**src/rtl/mem_port_arbiter_if.sv**
```systemverilog
// Bus bundle between the CPU/loader requesters, the data BRAM and the port arbiter.
// The slave modport is the arbiter side; the master modport is the requester/memory side.
interface mem_port_arbiter_if #(
  parameter int ADDR_W = 32,
  parameter int DATA_W = 32
);
  logic              c_req;
  logic              c_we;
  logic [ADDR_W-1:0] c_addr;
  logic [DATA_W-1:0] c_wdata;
  logic              c_gnt;
  logic              c_rvalid;
  logic [DATA_W-1:0] c_rdata;

  logic              l_req;
  logic              l_we;
  logic [ADDR_W-1:0] l_addr;
  logic [DATA_W-1:0] l_wdata;
  logic              l_lock;
  logic              l_gnt;
  logic              l_rvalid;
  logic [DATA_W-1:0] l_rdata;

  logic [ADDR_W-1:0] mem_addr;
  logic              mem_we;
  logic [DATA_W-1:0] mem_wdata;
  logic [DATA_W-1:0] mem_rdata;

  logic              cpu_stall;
  logic              addr_err;
  logic              lock_timeout;

  modport slave (
    input  c_req, c_we, c_addr, c_wdata,
    input  l_req, l_we, l_addr, l_wdata, l_lock,
    input  mem_rdata,
    output c_gnt, c_rvalid, c_rdata,
    output l_gnt, l_rvalid, l_rdata,
    output mem_addr, mem_we, mem_wdata,
    output cpu_stall, addr_err, lock_timeout
  );

  modport master (
    output c_req, c_we, c_addr, c_wdata,
    output l_req, l_we, l_addr, l_wdata, l_lock,
    output mem_rdata,
    input  c_gnt, c_rvalid, c_rdata,
    input  l_gnt, l_rvalid, l_rdata,
    input  mem_addr, mem_we, mem_wdata,
    input  cpu_stall, addr_err, lock_timeout
  );
endinterface

```
**src/rtl/mem_port_arbiter.sv**
```systemverilog
// Round-robin arbiter sharing the single-port data BRAM between the CPU (C) and the
// UART loader (L), with a loader burst lock bounded by a forced CPU grant.
module mem_port_arbiter #(
  parameter int ADDR_W    = 32,
  parameter int NUM_BYTES = 800,
  parameter int LOCK_MAX  = 64,
  parameter int DATA_W    = 32
) (
  input  logic               clk,
  input  logic               reset,
  mem_port_arbiter_if.slave  bus
);

  localparam int CNT_W = $clog2(LOCK_MAX + 1);

  typedef enum logic [1:0] {OWN_NONE, OWN_C, OWN_L} owner_e;
  typedef enum logic {WIN_C, WIN_L} winner_e;

  winner_e           last_winner;
  logic              lock_owned;
  logic [CNT_W-1:0]  lock_cnt;
  logic              lock_timeout_q;
  logic [ADDR_W-1:0] addr_hold;
  owner_e            rd_owner_p1;
  logic              rd_err_p1;

  logic              both_req, lock_act, force_c, lock_nxt;
  logic              c_gnt, l_gnt, gnt;
  logic              sel_we, in_range;
  logic [ADDR_W-1:0] sel_addr;
  logic [DATA_W-1:0] sel_wdata;
  logic              c_rvalid, l_rvalid;

  // The last full word must fit below NUM_BYTES.
  function automatic logic addr_in_range(input logic [ADDR_W-1:0] a);
    return a <= ADDR_W'(NUM_BYTES - 4);
  endfunction

  always_comb begin
    both_req = bus.c_req & bus.l_req;
    lock_act = lock_owned & bus.l_lock;
    force_c  = both_req & lock_act & (lock_cnt == CNT_W'(LOCK_MAX));
    c_gnt    = 1'b0;
    l_gnt    = 1'b0;
    if (!reset) begin
      if (both_req) begin
        if (lock_act) begin
          c_gnt = force_c;
          l_gnt = ~force_c;
        end else begin
          c_gnt = (last_winner == WIN_L);
          l_gnt = (last_winner == WIN_C);
        end
      end else begin
        c_gnt = bus.c_req;
        l_gnt = bus.l_req;
      end
    end
    gnt       = c_gnt | l_gnt;
    sel_addr  = l_gnt ? bus.l_addr  : bus.c_addr;
    sel_we    = l_gnt ? bus.l_we    : bus.c_we;
    sel_wdata = l_gnt ? bus.l_wdata : bus.c_wdata;
    in_range  = addr_in_range(sel_addr);
    lock_nxt  = bus.l_lock & (lock_owned | l_gnt);
  end

  assign c_rvalid         = ~reset & (rd_owner_p1 == OWN_C);
  assign l_rvalid         = ~reset & (rd_owner_p1 == OWN_L);
  assign bus.c_gnt        = c_gnt;
  assign bus.l_gnt        = l_gnt;
  assign bus.c_rvalid     = c_rvalid;
  assign bus.l_rvalid     = l_rvalid;
  assign bus.c_rdata      = (c_rvalid & ~rd_err_p1) ? bus.mem_rdata : '0;
  assign bus.l_rdata      = (l_rvalid & ~rd_err_p1) ? bus.mem_rdata : '0;
  assign bus.mem_addr     = gnt ? sel_addr : addr_hold;
  assign bus.mem_we       = gnt & sel_we & in_range;
  assign bus.mem_wdata    = gnt ? sel_wdata : '0;
  assign bus.addr_err     = gnt & ~in_range;
  assign bus.cpu_stall    = ~reset & bus.c_req & ~c_gnt;
  assign bus.lock_timeout = lock_timeout_q;

  // Grant edge -> read-return stage (_p1)
  always_ff @(posedge clk) begin
    if (reset) begin
      last_winner    <= WIN_L;
      lock_owned     <= 1'b0;
      lock_cnt       <= '0;
      lock_timeout_q <= 1'b0;
      addr_hold      <= '0;
      rd_owner_p1    <= OWN_NONE;
      rd_err_p1      <= 1'b0;
    end else begin
      if (gnt) begin
        last_winner <= l_gnt ? WIN_L : WIN_C;
        addr_hold   <= sel_addr;
      end
      lock_owned <= lock_nxt;
      if (c_gnt || !lock_nxt) begin
        lock_cnt <= '0;
      end else if (l_gnt && lock_act && bus.c_req) begin
        lock_cnt <= lock_cnt + CNT_W'(1);
      end
      if (force_c) begin
        lock_timeout_q <= 1'b1;
      end
      if (gnt && !sel_we) begin
        rd_owner_p1 <= l_gnt ? OWN_L : OWN_C;
      end else begin
        rd_owner_p1 <= OWN_NONE;
      end
      rd_err_p1 <= gnt & ~sel_we & ~in_range;
    end
  end

endmodule

```
**src/flat_wrapper.sv**
```systemverilog
// flat-port wrapper written by rule: the top's interface ports become plain ports
module mem_port_arbiter_flat 
#(
  parameter int ADDR_W    = 32,
  parameter int NUM_BYTES = 800,
  parameter int LOCK_MAX  = 64,
  parameter int DATA_W    = 32
)
  (clk, reset, bus_c_req, bus_c_we, bus_c_addr, bus_c_wdata, bus_l_req, bus_l_we, bus_l_addr, bus_l_wdata, bus_l_lock, bus_mem_rdata, bus_c_gnt, bus_c_rvalid, bus_c_rdata, bus_l_gnt, bus_l_rvalid, bus_l_rdata, bus_mem_addr, bus_mem_we, bus_mem_wdata, bus_cpu_stall, bus_addr_err, bus_lock_timeout);
  mem_port_arbiter_if #(.ADDR_W(ADDR_W), .DATA_W(DATA_W)) bus_i ();
  input  logic clk;
  input  logic reset;
  input wire logic [$bits(bus_i.c_req)-1:0] bus_c_req;
  input wire logic [$bits(bus_i.c_we)-1:0] bus_c_we;
  input wire logic [$bits(bus_i.c_addr)-1:0] bus_c_addr;
  input wire logic [$bits(bus_i.c_wdata)-1:0] bus_c_wdata;
  input wire logic [$bits(bus_i.l_req)-1:0] bus_l_req;
  input wire logic [$bits(bus_i.l_we)-1:0] bus_l_we;
  input wire logic [$bits(bus_i.l_addr)-1:0] bus_l_addr;
  input wire logic [$bits(bus_i.l_wdata)-1:0] bus_l_wdata;
  input wire logic [$bits(bus_i.l_lock)-1:0] bus_l_lock;
  input wire logic [$bits(bus_i.mem_rdata)-1:0] bus_mem_rdata;
  output wire logic [$bits(bus_i.c_gnt)-1:0] bus_c_gnt;
  output wire logic [$bits(bus_i.c_rvalid)-1:0] bus_c_rvalid;
  output wire logic [$bits(bus_i.c_rdata)-1:0] bus_c_rdata;
  output wire logic [$bits(bus_i.l_gnt)-1:0] bus_l_gnt;
  output wire logic [$bits(bus_i.l_rvalid)-1:0] bus_l_rvalid;
  output wire logic [$bits(bus_i.l_rdata)-1:0] bus_l_rdata;
  output wire logic [$bits(bus_i.mem_addr)-1:0] bus_mem_addr;
  output wire logic [$bits(bus_i.mem_we)-1:0] bus_mem_we;
  output wire logic [$bits(bus_i.mem_wdata)-1:0] bus_mem_wdata;
  output wire logic [$bits(bus_i.cpu_stall)-1:0] bus_cpu_stall;
  output wire logic [$bits(bus_i.addr_err)-1:0] bus_addr_err;
  output wire logic [$bits(bus_i.lock_timeout)-1:0] bus_lock_timeout;
  assign bus_i.c_req = bus_c_req;
  assign bus_i.c_we = bus_c_we;
  assign bus_i.c_addr = bus_c_addr;
  assign bus_i.c_wdata = bus_c_wdata;
  assign bus_i.l_req = bus_l_req;
  assign bus_i.l_we = bus_l_we;
  assign bus_i.l_addr = bus_l_addr;
  assign bus_i.l_wdata = bus_l_wdata;
  assign bus_i.l_lock = bus_l_lock;
  assign bus_i.mem_rdata = bus_mem_rdata;
  assign bus_c_gnt = bus_i.c_gnt;
  assign bus_c_rvalid = bus_i.c_rvalid;
  assign bus_c_rdata = bus_i.c_rdata;
  assign bus_l_gnt = bus_i.l_gnt;
  assign bus_l_rvalid = bus_i.l_rvalid;
  assign bus_l_rdata = bus_i.l_rdata;
  assign bus_mem_addr = bus_i.mem_addr;
  assign bus_mem_we = bus_i.mem_we;
  assign bus_mem_wdata = bus_i.mem_wdata;
  assign bus_cpu_stall = bus_i.cpu_stall;
  assign bus_addr_err = bus_i.addr_err;
  assign bus_lock_timeout = bus_i.lock_timeout;
  mem_port_arbiter #(.ADDR_W(ADDR_W), .NUM_BYTES(NUM_BYTES), .LOCK_MAX(LOCK_MAX), .DATA_W(DATA_W)) u_core (.clk(clk), .reset(reset), .bus(bus_i));
endmodule
```
**config.mk**
```make
export PLATFORM = sky130hd
export DESIGN_NAME = mem_port_arbiter_flat
export DESIGN_NICKNAME = d
export VERILOG_FILES = /design/src/rtl/mem_port_arbiter_if.sv /design/src/rtl/mem_port_arbiter.sv /design/src/flat_wrapper.sv
export SDC_FILE = /design/constraint.sdc
export NUM_CORES = 1
export LEC_CHECK = 0
export CAP_MARGIN = 30
export CORE_AREA = 2 2 116 118
export DETAILED_ROUTE_END_ITERATION = 12
export DIE_AREA = 0 0 118 120
export GPL_TIMING_DRIVEN = 0
export PLACE_DENSITY = 0.78
export SLEW_MARGIN = 20
export SYNTH_ARGS = -nofsm -noshare
export SYNTH_HDL_FRONTEND = slang
export SYNTH_SLANG_ARGS = --single-unit
```
**constraint.sdc**
```tcl
create_clock -name clk -period 2.7 [get_ports clk]
set_clock_uncertainty 0.15 [all_clocks]
set_input_delay 0.27 -clock clk [delete_from_list [all_inputs] [get_ports clk]]
set_output_delay 0.27 -clock clk [all_outputs]
set_load 0.005 [all_outputs]
```
# After elaboration in Yosys (flattened, before gate mapping)
# Cells that the tools add are included.
# word_totals
out_inout_bits	136
ff_bits	45
in_bits	167
# classes
addsub	1
reduce_logical	8
bitwise	26
magnitude_cmp	1
eq_ne	3
mux	15
# op_table
op	count
2-to-1 mux 32 bit	6
<= comparator 32 x 10 -> 1 bit, second input constant	1
AND 1 bit	16
2-to-1 mux 1 bit	8
inverter 1 bit	8
adder 7 x 1 -> 7 bit, second input constant	1
== test 7 bit, second input constant	1
OR reduction 2 bit	2
logical AND 1 bit	3
== test 2 x 1 -> 1 bit, second input constant	1
== test 2 bit, second input constant	1
logical NOT 1 bit	2
2-to-1 mux 2 bit	1
bitwise OR 1 bit	2
logical OR 1 bit	1

# Depth between registers and ports, before layout
# depth
depth_word	12
ltp_mapped	10

# Least setup slack after synthesis
# OpenSTA, ideal clock, no wires.
# synth_timing
path_type	register to output
start	reg u_core.lock_cnt[0]
end	out bus_mem_wdata[23]
slack_ns	0.539
stages_incl_launch_ff	11
path_buffers	2
required_time_ns	2.280
t_arrival_ns	1.741
cell_sequence	dfxtp_1 inv_1 ha_1 and4b_1 nand4_2 nand2_2 inv_1 buf_2 buf_2 nand2_1 a21oi_1
# synth_between
elab_chain_len	8
elab_cells_between_ends	12
cone_classes	eq/ne (1); mux (8); bitwise (3)
# synth_rtl
item	line	rtl
start: declaration	mem_port_arbiter.sv:21	logic [CNT_W-1:0] lock_cnt;
start signal: assignment	mem_port_arbiter.sv:101	lock_cnt <= lock_cnt + CNT_W'(1);
== test 7 bit *	mem_port_arbiter.sv:42	force_c = both_req & lock_act & (lock_cnt == CNT_W'(LOCK_MAX));
AND 1 bit *	mem_port_arbiter.sv:42	
inverter 1 bit *	mem_port_arbiter.sv:49	l_gnt = ~force_c;
2-to-1 mux 1 bit *	mem_port_arbiter.sv:47	if (lock_act) begin
2-to-1 mux 1 bit *	mem_port_arbiter.sv:46	if (both_req) begin
2-to-1 mux 1 bit *	mem_port_arbiter.sv:45	if (!reset) begin
net bus_l_gnt	flat_wrapper.sv:26	output wire logic [$bits(bus_i.l_gnt)-1:0] bus_l_gnt;
2-to-1 mux 32 bit or bitwise OR 1 bit (tied branches)	mem_port_arbiter.sv:62, mem_port_arbiter.sv:59	
2-to-1 mux 32 bit *	mem_port_arbiter.sv:77	assign bus.mem_wdata = gnt ? sel_wdata : '0;
end: declaration	flat_wrapper.sv:31	output wire logic [$bits(bus_i.mem_wdata)-1:0] bus_mem_wdata;
# Mark *: on every way through the listed nets, which the timed path passes. The rest lies on a longest branch.

# Worst setup path after layout
# layout_timing
start	reg u_core.lock_cnt[1]
end	out bus_mem_addr[22]
# layout_between
elab_chain_len	8
elab_cells_between_ends	12
cone_classes	eq/ne (1); mux (8); bitwise (3)
# layout_rtl
item	line	rtl
== test 7 bit *	mem_port_arbiter.sv:42	
AND 1 bit *	mem_port_arbiter.sv:42	
inverter 1 bit	mem_port_arbiter.sv:49	
2-to-1 mux 1 bit	mem_port_arbiter.sv:47	
2-to-1 mux 1 bit	mem_port_arbiter.sv:46	
2-to-1 mux 1 bit	mem_port_arbiter.sv:45	
2-to-1 mux 32 bit or bitwise OR 1 bit (tied branches)	mem_port_arbiter.sv:60, mem_port_arbiter.sv:59	
2-to-1 mux 32 bit *	mem_port_arbiter.sv:75	assign bus.mem_addr = gnt ? sel_addr : addr_hold;
end: declaration	flat_wrapper.sv:29	output wire logic [$bits(bus_i.mem_addr)-1:0] bus_mem_addr;
# Every way passes the cells marked *; elsewhere a longest branch is shown, timed or not.

==> flow_summary.ini <==
[run_status]
status = finished clean

[drt]
wl_um = 18200
routedWlPerCell_um = 18.6
vias = 4751
drc = 0
ant_nets = 0
routed_via_density = 4.87
first_pass_iters = 5
drt-initial-drc-count = 300

[power]
seq_power_share_pct = 30.0
power_leakage_nw = 3.00
power.switching_w = 0.000694
power_density_mw_per_mm2 = 318
switching_share_pct = 28.9
comb_power_share_pct = 39.7
p_int_w = 0.00171
max-vdd-ir-drop_mv = 0.277
p_clk_share_pct = 30.3

[placement]
dp_hpwl_um = 14000
finalWeightedCongestion = 0.887
numPortBuffers = 302
place_ws_ns = -0.922

[synth]
synthDistinctLibCells = 36
synth-warning-count = 0
synthMuxAreaShare_pct = 10.1
async_flop_share_pct = 0
synth-simple-area-share_pct = 33.8
synth_edf_count = 0
syn_area_per_cell_um2 = 7.15
synth_fa_ha_area_share_pct = 0.762
synth.top_cell.area_share_pct = 27.4
synth_top_family_by_area = simple AND/OR/NAND/NOR gates
synth-xor-area-share_pct = 1.60
synthCells = 459
ys_ff_latch = 45
ys_seq_area_share_pct = 27.4
yosys-top-cells-area = dfxtp_1 27%, and2_1 12%, a21oi_1 11%
ys.flop_type = dfxtp_1
synth_area_mm2 = 0.00328
synth_largest_area_cell = dfxtp_1
synthesis.nets = 628
synth-compound-area-share_pct = 20.1

[clock_tree]
cts_sinks = 45
cts_hold_buffers = 0
cts_made_buffers = 5
cts_tree = done
clock_path_buffers = 2
htree_levels = 2
clockRootBuffer = clkbuf_16
clk_pin_slew_ns = 0.07
clock_latency_ns = 0.29

[layout]
mostFrequentLayoutCells = 230 x clkdlybuf4s50_1, 71 x nand2_1, 65 x and2_1
syn2layout_area_growth_pct = 130
multiInputGateArea_mm2 = 0.00269
final_nets = 966
fill_cells = 1154
regArea_um2 = 903
mostFrequentLayoutCell = clkdlybuf4s50_1
drive_above_1_share_pct = 18.2

[grt]
grt_pass1_vias = 4816
grt_max_degree = 15
grt_util_all_layers_pct = 23.9
overflow = 0
grt_pass1_wl_um = 26400
grt_antenna_before_repair = 6

[die]
core-area_mm2 = 0.0130
dieHeight_um = 120
dieWidth_um = 118
dieArea_mm2 = 0.0142
row_count = 42
pin_count = 303
start_util_pct = 25.3

[setup_path]
end_kind = output pin
worstSetupStartpointType = flop
critical_path_class = flop to output pin
crit_path_max_fanout = 6
required_ns = 2.28
arrival_ns = 2.25

[sta]
report.final.slew_viol_count = 0
fin_hold_ws_ns = 0.303
period_minus_slack_ns = 2.67
relSlewSlack_pct = 63.6
worst_slack_ns = 0.0327
rsz0062_at_grt = yes
fin_crit_sh_pct = 98.8
clock.fmax_mhz = 375
setup_viol = 0
hold_violations = 0
worst_slew_pin_slew_ns = 0.545

[worst_hold_path]
worstHoldPathType = flop to flop

[run]
cap_violations = 0
## synth_stat cells, types with 2 or more instances
cell type   n
nor3b_1     2
nand2_1    72
dfxtp_1    45
nor3_1      4
buf_12      2
clkbuf_1   21
buf_2       8
or2_2       2
and2_1     65
nor2_1     50
nor4_1     11
buf_1       3
a311oi_1    3
a211oi_1   32
xor2_1      5
nor2b_1     2
mux2i_1    33
inv_1       7
ha_1        2
a21oi_1    69
nand4_1     6
## worst paths after layout
check	startpoint	endpoint	slack (ns)	depth (start not counted)
worst min-delay path	u_core.bus.lock_timeout	u_core.bus.lock_timeout	0.30	2
worst max-delay path	u_core.lock_cnt[1]	bus_mem_addr[22]	0.03	10
worst min register to register	u_core.bus.lock_timeout	u_core.bus.lock_timeout	0.30	2
worst max register to register	u_core.lock_cnt[1]	u_core.lock_cnt[4]	0.45	9
## metrics by stage
stage,utilization (%),area (µm²),instances,total power [W],TNS (ns)
2_1_floorplan,-,3280,459,0.00101,0
3_3_place_gp,50.3,6530,937,0.00155,-50.64
3_5_place_dp,50.3,6530,937,0.00156,-53.11
4_1_cts,55.4,7190,967,0.00231,-0.175
5_1_grt,58.1,7540,974,0.00249,-0.128
6_report,58.1,7550,976,0.00240,0
## cell families (layout without fill, tap and decap cells)
family | after synthesis | count (layout)
compound gates | 109 | 109
buf+inv | 42 | 381
flops | 45 | 45
xor+xnor | 6 | 6
simple gates | 222 | 222
mux | 33 | 33
fa+ha+maj | 2 | 2
other cells | 0 | 2
## timing repair
action | 4_1_cts | 5_1_grt
cloned | 1 | 2
pin swaps | 19 | 3
resized for setup | 167 | 95
setup buffers | 21 | 5
endpoints found under the setup margin | 128 | 92
## final cells by class
cell class                      instances  share of cell area (%)
Multi-Input combinational cell        372                    35.7
Clock buffer                            6                    1.84
Tap cell                              176                    2.92
Antenna cell                            2                  0.0663
Inverter                                7                   0.414
Clock inverter                          2                   0.497
Buffer                                 35                    3.73
Timing Repair Buffer                  331                    42.9
Sequential cell                        45                    12.0
## flip-flops by register name, indices dropped and copies added (netlist names)
name and cells:
u_core.lock_owned 1, u_core.rd_owner_p1 2, u_core.addr_hold 32, u_core.lock_cnt 7, u_core.rd_err_p1 1, u_core.bus.lock_timeout 1
u_core.last_winner 1
## critical path, stage by stage, from the launching register on
cell and delay [ns]:
dfxtp_2 0.33, inv_1 0.05, ha_1 0.17, and4b_2 0.27
nand4_4 0.08, nand2_4 0.10, buf_12 0.18, buf_16 0.14
mux2i_4 0.18, a21oi_1 0.18, dlygate4sd2_1 0.28
## routing by layer
layer / wire (µm) / vias up / global-route usage (%) / part of all wire [%]
li1: - / 2279 / - / -
met1: 6790 / 2180 / 24.5 / 37
met2: 9040 / 231 / 43.7 / 50
met3: 1680 / 53 / 9.36 / 9.2
met4: 593 / 8 / 9.11 / 3.3
met5: 50 / - / 0 / 0.28
## power groups by stage
stage	clock (W)	sequential (W)	combinational, W
2_1_floorplan	0	0.000730	0.000277
4_1_cts	0.000726	0.000720	0.000865
6_report	0.000727	0.000722	0.000953
3_3_place_gp	0	0.000731	0.000820
5_1_grt	0.000755	0.000725	0.00101
3_5_place_dp	0	0.000733	0.000824
No activity file was read; power rests on OpenSTA's default activity.
